### config.mk
export PLATFORM = sky130hd
export DESIGN_NAME = cdc_handshake_tx
export DESIGN_NICKNAME = d
export VERILOG_FILES = /design/src/rtl/cdc_handshake_tx_pkg.sv /design/src/rtl/sync_n_stage.sv /design/src/rtl/cdc_handshake_tx.sv
export SDC_FILE = /design/constraint.sdc
export NUM_CORES = 1
export LEC_CHECK = 0
export BUFFER_PORTS_ARGS = -buffer_cell sky130_fd_sc_hd__buf_2
export CAP_MARGIN = 20
export CORE_ASPECT_RATIO = 1.1
export CORE_MARGIN = 3
export CORE_UTILIZATION = 52
export DETAILED_ROUTE_END_ITERATION = 12
export GPL_TIMING_DRIVEN = 0
export PLACE_DENSITY = 0.76
export SYNTH_ARGS = -nofsm -noshare
export SYNTH_HDL_FRONTEND = slang
export SYNTH_SLANG_ARGS = --single-unit
### constraint.sdc
create_clock -name clk -period 4.6 [get_ports clk]
set_input_delay 0.46 -clock clk [delete_from_list [all_inputs] [get_ports clk]]
set_output_delay 0.46 -clock clk [all_outputs]
set_load 0.02 [all_outputs]
### src/rtl/cdc_handshake_tx_pkg.sv
// Shared constants and FSM encoding for the four-phase req/ack CDC handshake.
package cdc_handshake_tx_pkg;

    // Defaults shared with the matching receive-side block
    localparam int DEF_DATA_W         = 8;
    localparam int DEF_TIMEOUT_CYCLES = 255;

    typedef enum logic [1:0] {
        ST_IDLE        = 2'd0,
        ST_WAIT_ACK_HI = 2'd1,
        ST_WAIT_ACK_LO = 2'd2
    } hs_state_e;

endpackage

### src/rtl/sync_n_stage.sv
// N-flop level synchroniser with asynchronous active-low reset.
module sync_n_stage #(
    parameter int STAGES = 2
) (
    input  logic clk,
    input  logic rst_n,
    input  logic d,
    output logic q
);

    logic [STAGES-1:0] sync_ff;

    // Shift the asynchronous level through the chain; the last flop is the safe copy
    always_ff @(posedge clk or negedge rst_n) begin
        if (!rst_n) sync_ff <= '0;
        else        sync_ff <= {sync_ff[STAGES-2:0], d};
    end

    assign q = sync_ff[STAGES-1];

endmodule

### src/rtl/cdc_handshake_tx.sv
// Source side of a four-phase req/ack CDC handshake with synchronised ack
// and a per-wait-state timeout that abandons a stuck handshake.
module cdc_handshake_tx
    import cdc_handshake_tx_pkg::*;
#(
    parameter int DATA_W         = DEF_DATA_W,
    parameter int SYNC_STAGES    = 2,
    parameter int TIMEOUT_CYCLES = DEF_TIMEOUT_CYCLES,
    parameter int TO_W           = 8
) (
    input  logic              clk,
    input  logic              rst_n,
    input  logic              src_valid,
    input  logic [DATA_W-1:0] src_data,
    output logic              src_ready,
    output logic              xfer_req,
    output logic [DATA_W-1:0] xfer_data,
    input  logic              xfer_ack_async,
    output logic              busy,
    output logic              timeout_err,
    input  logic              err_clr
);

    hs_state_e         state, state_nxt;
    logic [TO_W-1:0]   to_cnt, to_cnt_nxt;
    logic              req_nxt;
    logic [DATA_W-1:0] data_nxt;
    logic              err_nxt;
    logic              to_fire;
    logic              to_hit;
    logic              ack_s;

    sync_n_stage #(.STAGES(SYNC_STAGES)) u_ack_sync (
        .clk   (clk),
        .rst_n (rst_n),
        .d     (xfer_ack_async),
        .q     (ack_s)
    );

    // The counter holds the number of completed cycles in the current wait
    // state, so the edge ending the TIMEOUT_CYCLES-th cycle is where it fires.
    assign to_hit = (TIMEOUT_CYCLES != 0) && (to_cnt == TO_W'(TIMEOUT_CYCLES - 1));

    // Next-state, request/data and timeout decisions; a real ack beats a
    // coincident timeout so a handshake that completes is never flagged.
    always_comb begin
        state_nxt  = state;
        req_nxt    = xfer_req;
        data_nxt   = xfer_data;
        to_cnt_nxt = '0;
        to_fire    = 1'b0;
        case (state)
            ST_IDLE: begin
                if (src_valid) begin
                    data_nxt  = src_data;
                    req_nxt   = 1'b1;
                    state_nxt = ST_WAIT_ACK_HI;
                end
            end
            ST_WAIT_ACK_HI: begin
                if (ack_s) begin
                    req_nxt   = 1'b0;
                    state_nxt = ST_WAIT_ACK_LO;
                end else if (to_hit) begin
                    req_nxt   = 1'b0;
                    state_nxt = ST_WAIT_ACK_LO;
                    to_fire   = 1'b1;
                end else begin
                    to_cnt_nxt = to_cnt + 1'b1;
                end
            end
            ST_WAIT_ACK_LO: begin
                if (!ack_s) begin
                    state_nxt = ST_IDLE;
                end else if (to_hit) begin
                    state_nxt = ST_IDLE;
                    to_fire   = 1'b1;
                end else begin
                    to_cnt_nxt = to_cnt + 1'b1;
                end
            end
            default: begin
                state_nxt = ST_IDLE;
                req_nxt   = 1'b0;
            end
        endcase
        // Sticky error: a new timeout wins over a simultaneous clear
        if (to_fire)      err_nxt = 1'b1;
        else if (err_clr) err_nxt = 1'b0;
        else              err_nxt = timeout_err;
    end

    // State, counter and all registered outputs
    always_ff @(posedge clk or negedge rst_n) begin
        if (!rst_n) begin
            state       <= ST_IDLE;
            to_cnt      <= '0;
            xfer_req    <= 1'b0;
            xfer_data   <= '0;
            timeout_err <= 1'b0;
        end else begin
            state       <= state_nxt;
            to_cnt      <= to_cnt_nxt;
            xfer_req    <= req_nxt;
            xfer_data   <= data_nxt;
            timeout_err <= err_nxt;
        end
    end

    // Status decoded from the state register only
    assign src_ready = (state == ST_IDLE);
    assign busy      = (state != ST_IDLE);

endmodule

Word-level counts from Yosys, hierarchy flattened
Cells that the tools add are included.
- register bits: 22
- bits in latches: 0
- memory bits (writable): 0
- bits in read-only memories: 0
- output and inout bits: 12
- word-level logic and storage cells: 40
- memories: 0
- $add $sub $neg: 1
- multiply operators: 0
- div/mod/pow operators: 0
- order comparisons: 0
- equal/unequal tests: 6
- shift operators: 0
- mux-type cells: 20
- bitwise gates (word level): 1
- reductions and logical operators: 6
- operator list (operator ; count):
    8-bit two-way mux ; 3
    8-bit one-hot mux with 2 select lines ; 1
    2-bit two-way mux ; 5
    8-bit by 1-bit adder with 8-bit output, second input constant ; 1
    8-bit == test, second input constant ; 1
    1-bit two-way mux ; 8
    2-bit one-hot mux with 3 select lines ; 1
    3-bit AND reduction ; 2
    2-bit nonzero test ; 2
    3-bit by 2-bit != test with 1-bit output, second input constant ; 1
    3-bit != test, second input constant ; 1
    1-bit one-hot mux with 3 select lines ; 1
    2-bit by 1-bit == test with 1-bit output, second input constant ; 1
    2-bit == test, second input constant ; 1
    2-bit zero test ; 1
    2-bit != test, second input constant ; 1
    1-bit one-hot mux with 2 select lines ; 1
    2-bit AND reduction ; 1
    1-bit inverter ; 1

Longest topological paths before layout
- depth after elaboration: 5
- gate-level depth with buffers: 6

Hierarchy
From an unflattened synthesis, not the netlist that was laid out.
- cells, all modules: 89
- area, all modules: 1031.0 um^2
- by module, submodules not included (module ; times used ; cells each ; area each (um^2) ; sequential area each (um^2)):
    cdc_handshake_tx ; 1 ; 87 ; 980.9 ; 500.5
    sync_n_stage ; 1 ; 2 ; 50.0 ; 50.0

Worst setup path before layout
Ideal clock, no wire load.
- path kind: reg-to-reg
- start point: register state[0]
- end point: register xfer_req
- library setup time: 0.125 ns
- arrival: 1.513 ns
- required time: 4.475 ns
- slack: 2.963 ns
- cell stages (with the launch flop): 6
- path buffers: 0
- clock period less this slack: 1.637 ns
- path through: dfrtp_1 > inv_1 > ha_1 > inv_1 > o221ai_1 > mux2_2
- cells in the longest elaborated chain, start to end: 3
- ends and longest elaborated chain (what ; RTL line ; text):
    start, declared ; cdc_handshake_tx.sv:24 ; hs_state_e state, state_nxt;
    start signal, assigned ; cdc_handshake_tx.sv:102 ; state <= state_nxt;
    2-bit zero test (*) ; n/a ;
    via src_ready ; cdc_handshake_tx.sv:15 ; output logic src_ready,
    2-bit != test (no source line) ; n/a ;
    3-bit AND reduction (no source line) ; n/a ;
    end signal, assigned ; cdc_handshake_tx.sv:104 ; xfer_req <= req_nxt;
    end, declared ; cdc_handshake_tx.sv:16 ; output logic xfer_req,
Mark *: on every way through the listed nets, which the timed path passes. The rest lies on a longest branch.
A chain may end at the register's enable or synchronous reset.

Worst setup path after layout
- start point: register state[0]
- end point: output busy
- cells in the longest elaborated chain, start to end: 1
- ends and longest elaborated chain (what ; RTL line ; text):
    2-bit nonzero test ; cdc_handshake_tx.sv:112 ; assign busy = (state != ST_IDLE);
    end, declared ; cdc_handshake_tx.sv:19 ; output logic busy,
Every way passes these cells.

==> flow_metrics.env <==
export IMPL_status="complete, no violations"
export IMPL_port_buffers=24
export IMPL_cts_root_buf="clkbuf_4"
export IMPL_ff2ff_setup_slack_ns=2.93
export IMPL_cellPowerDensity_nw_per_um2=596
export IMPL_dieArea_um2=2440
export IMPL_ys_seq_area_frac=0.562
export IMPL_cts_resized=0
export IMPL_arrival_ns=1.32
export IMPL_cp_max_fo=4
export IMPL_reg2reg_to="state[1]"
export IMPL_hp_class="in2async"
export IMPL_final_area_um2=1170
export IMPL_cts_htree_levels=1
export IMPL_cts_tree="yes"
export IMPL_yosys_register_bits=22
export IMPL_coreArea_um2=1670
export IMPL_synth_nets=101
export IMPL_busiest_layer="met2"
export IMPL_critPathLaunch="state[0]"
export IMPL_fill_cells=129
export IMPL_critPathCaptureType="output port"
export IMPL_antenna_found_initial=0
export IMPL_fp_dieH_um=51.5
export IMPL_start_util=0.587
export IMPL_hold_buffers=0
export IMPL_die_w_um=47.4
export IMPL_crit_path_start_kind="flop"
export IMPL_drv_slew=0
export IMPL_cp_top_family="flip-flops"
export IMPL_skew_ns=0.00227
export IMPL_final_common_cell="buf_2"
export IMPL_fmax_ghz=0.563
export IMPL_clock_latency_ns=0.30
export IMPL_ff2ff_path_depth=6
export IMPL_p_total_uw=700
export IMPL_dpl_cell_area_um2=1120
export IMPL_r2r_start="to_cnt[0]"
export IMPL_place_congestion=0.805
export IMPL_final_seq_area_um2=551
export IMPL_ant_nets=0
export IMPL_rsz0062_at_grt="no"
export IMPL_first_pass_iters=4
export IMPL_synth_distinct_cells=24
export IMPL_period_minus_slack_ns=1.78
export IMPL_crit_end="busy"
export IMPL_drive_above_1_share=0.369
export IMPL_hpwl_mm=1.35
export IMPL_critPathBufInv=3
export IMPL_fin_hold_ws_ns=0.0884
export IMPL_mostFrequentLayoutCells="buf_2 (24), dfrtp_1 (22), mux2_2 (11)"
export IMPL_cts_reportedPaths_clkPinSlew_ns=0.12
export IMPL_diodes=0
export IMPL_cap_viol_max_count=0
export IMPL_cts_setup_buffers=0
export IMPL_p_leak_nw=0.545
export IMPL_place_ws_ns=2.95
export IMPL_syn2layout_area_growth_pct=19.8
export IMPL_io_pins=25
export IMPL_crit_type="reg2out"
export IMPL_use_met3=0.0311
export IMPL_drcViolationCount=0
export IMPL_final_hold_violation_count=0
export IMPL_cts_inserted_buffers=3
export IMPL_setup_tns_ns=0
export IMPL_critPathSlowestCell="dfrtp_1"
export IMPL_cp_data_required_time_ns=4.14
export IMPL_grt_total_usage=0.163
export IMPL_grt_pass1_wl_mm=2.86
export IMPL_layout_nets=130
export IMPL_crit_path_cell_trace="inv_1 -> ha_1 -> inv_1 -> buf_2"
export IMPL_wl_per_cell_um=13.9
export IMPL_syn_inst=83
export IMPL_cts_sinks=22
export IMPL_multi_input_area_um2=407
export IMPL_dr_first_iter_drc_count=12
export IMPL_max_stage_delay_ns=0.41
export IMPL_via_per_inst=5.50
export IMPL_synthesis_area_um2=980
export IMPL_worst_slew_pin_slew_ns=0.475
export IMPL_vias=704
export IMPL_synth_warning_count=0
export IMPL_finalWirelength_mm=1.78
export IMPL_grt_pass1_vias=703
export IMPL_worst_slack_ns=2.82
export IMPL_use_met2=0.254
export IMPL_max_vdd_ir_drop_mv=0.367
export IMPL_relSlewSlack=0.683
export IMPL_cp_depth=4
export IMPL_fin_crit_sh=0.386
export IMPL_overflow=0
export IMPL_grt_max_degree=23
export IMPL_rows=15
export IMPL_setup_viol=0
export IMPL_met1_usage=0.212
export IMPL_clock_path_buffers=2
export IMPL_synth_area_per_cell_um2=11.8
export IMPL_crit_top_cell="inv_1"
==> worst min path at each step <==
stage,depth (start not counted),slack [ns],endpoint,from
floorplan,0,0.16,state[0],rst_n
global placement,0,0.33,u_ack_sync.sync_ff[1],u_ack_sync.sync_ff[0]
detailed placement,0,0.34,u_ack_sync.sync_ff[1],u_ack_sync.sync_ff[0]
CTS,1,0.1,xfer_data[7],rst_n
global route,1,0.11,to_cnt[7],rst_n
finish,1,0.09,to_cnt[6],rst_n
==> power by group <==
part / internal, mW / switching, mW / total (mW)
registers: 0.247 / 0.0312 / 0.278
clock network: 0.0880 / 0.0580 / 0.146
logic: 0.115 / 0.161 / 0.276
==> sequential cells by signal, indices dropped and copies added, names as in the netlist <==
signal              count
xfer_data               8
u_ack_sync.sync_ff      2
xfer_req                1
timeout_err             1
state                   2
to_cnt                  8
==> kinds of logic (layout without fill, tap and decap cells) <==
family / after synthesis / count (layout) / share of synthesized area
simple gates: 22 / 22 / 0.115
mux: 11 / 11 / 0.126
buf+inv: 6 / 34 / 0.0230
compound gates: 14 / 14 / 0.0830
flops: 22 / 22 / 0.562
fa+ha+maj: 5 / 5 / 0.0639
xor+xnor: 3 / 3 / 0.0268
==> final cells by class <==
class,instances,area share
flip-flops and latches,22,0.469
multi-input cells,55,0.346
repair buffers,24,0.102
clock inverters,1,0.0256
clock buffers,3,0.0192
inverters,6,0.0192
well taps,17,0.0181
==> synth_stat cells <==
cell	count	area, um2
dfrtp_1	22	551
mux2_2	11	124
a21oi_1	7	35.0
inv_1	6	22.5
nor2_1	6	22.5
ha_1	5	62.6
nand2_1	5	18.8
nand3_1	3	15.0
o21ai_0	2	10.0
xor2_1	2	17.5
a31oi_1	1	6.26
and3_1	1	6.26
nand2b_1	1	6.26
nand3_2	1	10.0
nand4_1	1	6.26
nand4b_1	1	8.76
nor3_1	1	5.00
o21ai_1	1	5.00
o221ai_1	1	8.76
o31ai_1	1	7.51
o32ai_1	1	8.76
or2_2	1	6.26
or4_1	1	7.51
xnor2_1	1	8.76
==> metrics by stage <==
step,instances,utilization
6_report,128,0.703
5_1_grt,128,0.703
4_1_cts,128,0.703
3_5_place_dp,124,0.671
3_3_place_gp,124,0.671
2_1_floorplan,83,-
==> layer usage <==
metal	wire length, um	up-vias	share of wire
li1	-	350	-
met1	797	338	0.45
met2	900	14	0.51
met3	72	2	0.041
met4	6	0	0.0034
met5	0	-	0
==> worst register-to-register path, cell delays in order, from the launching register on <==
cell and delay (ns):
dfrtp_1 0.46, inv_1 0.08, ha_1 0.21, nand4_1 0.15, o21ai_1 0.24, o21ai_0 0.14, mux2_2 0.28
No activity file was read; power rests on OpenSTA's default activity.
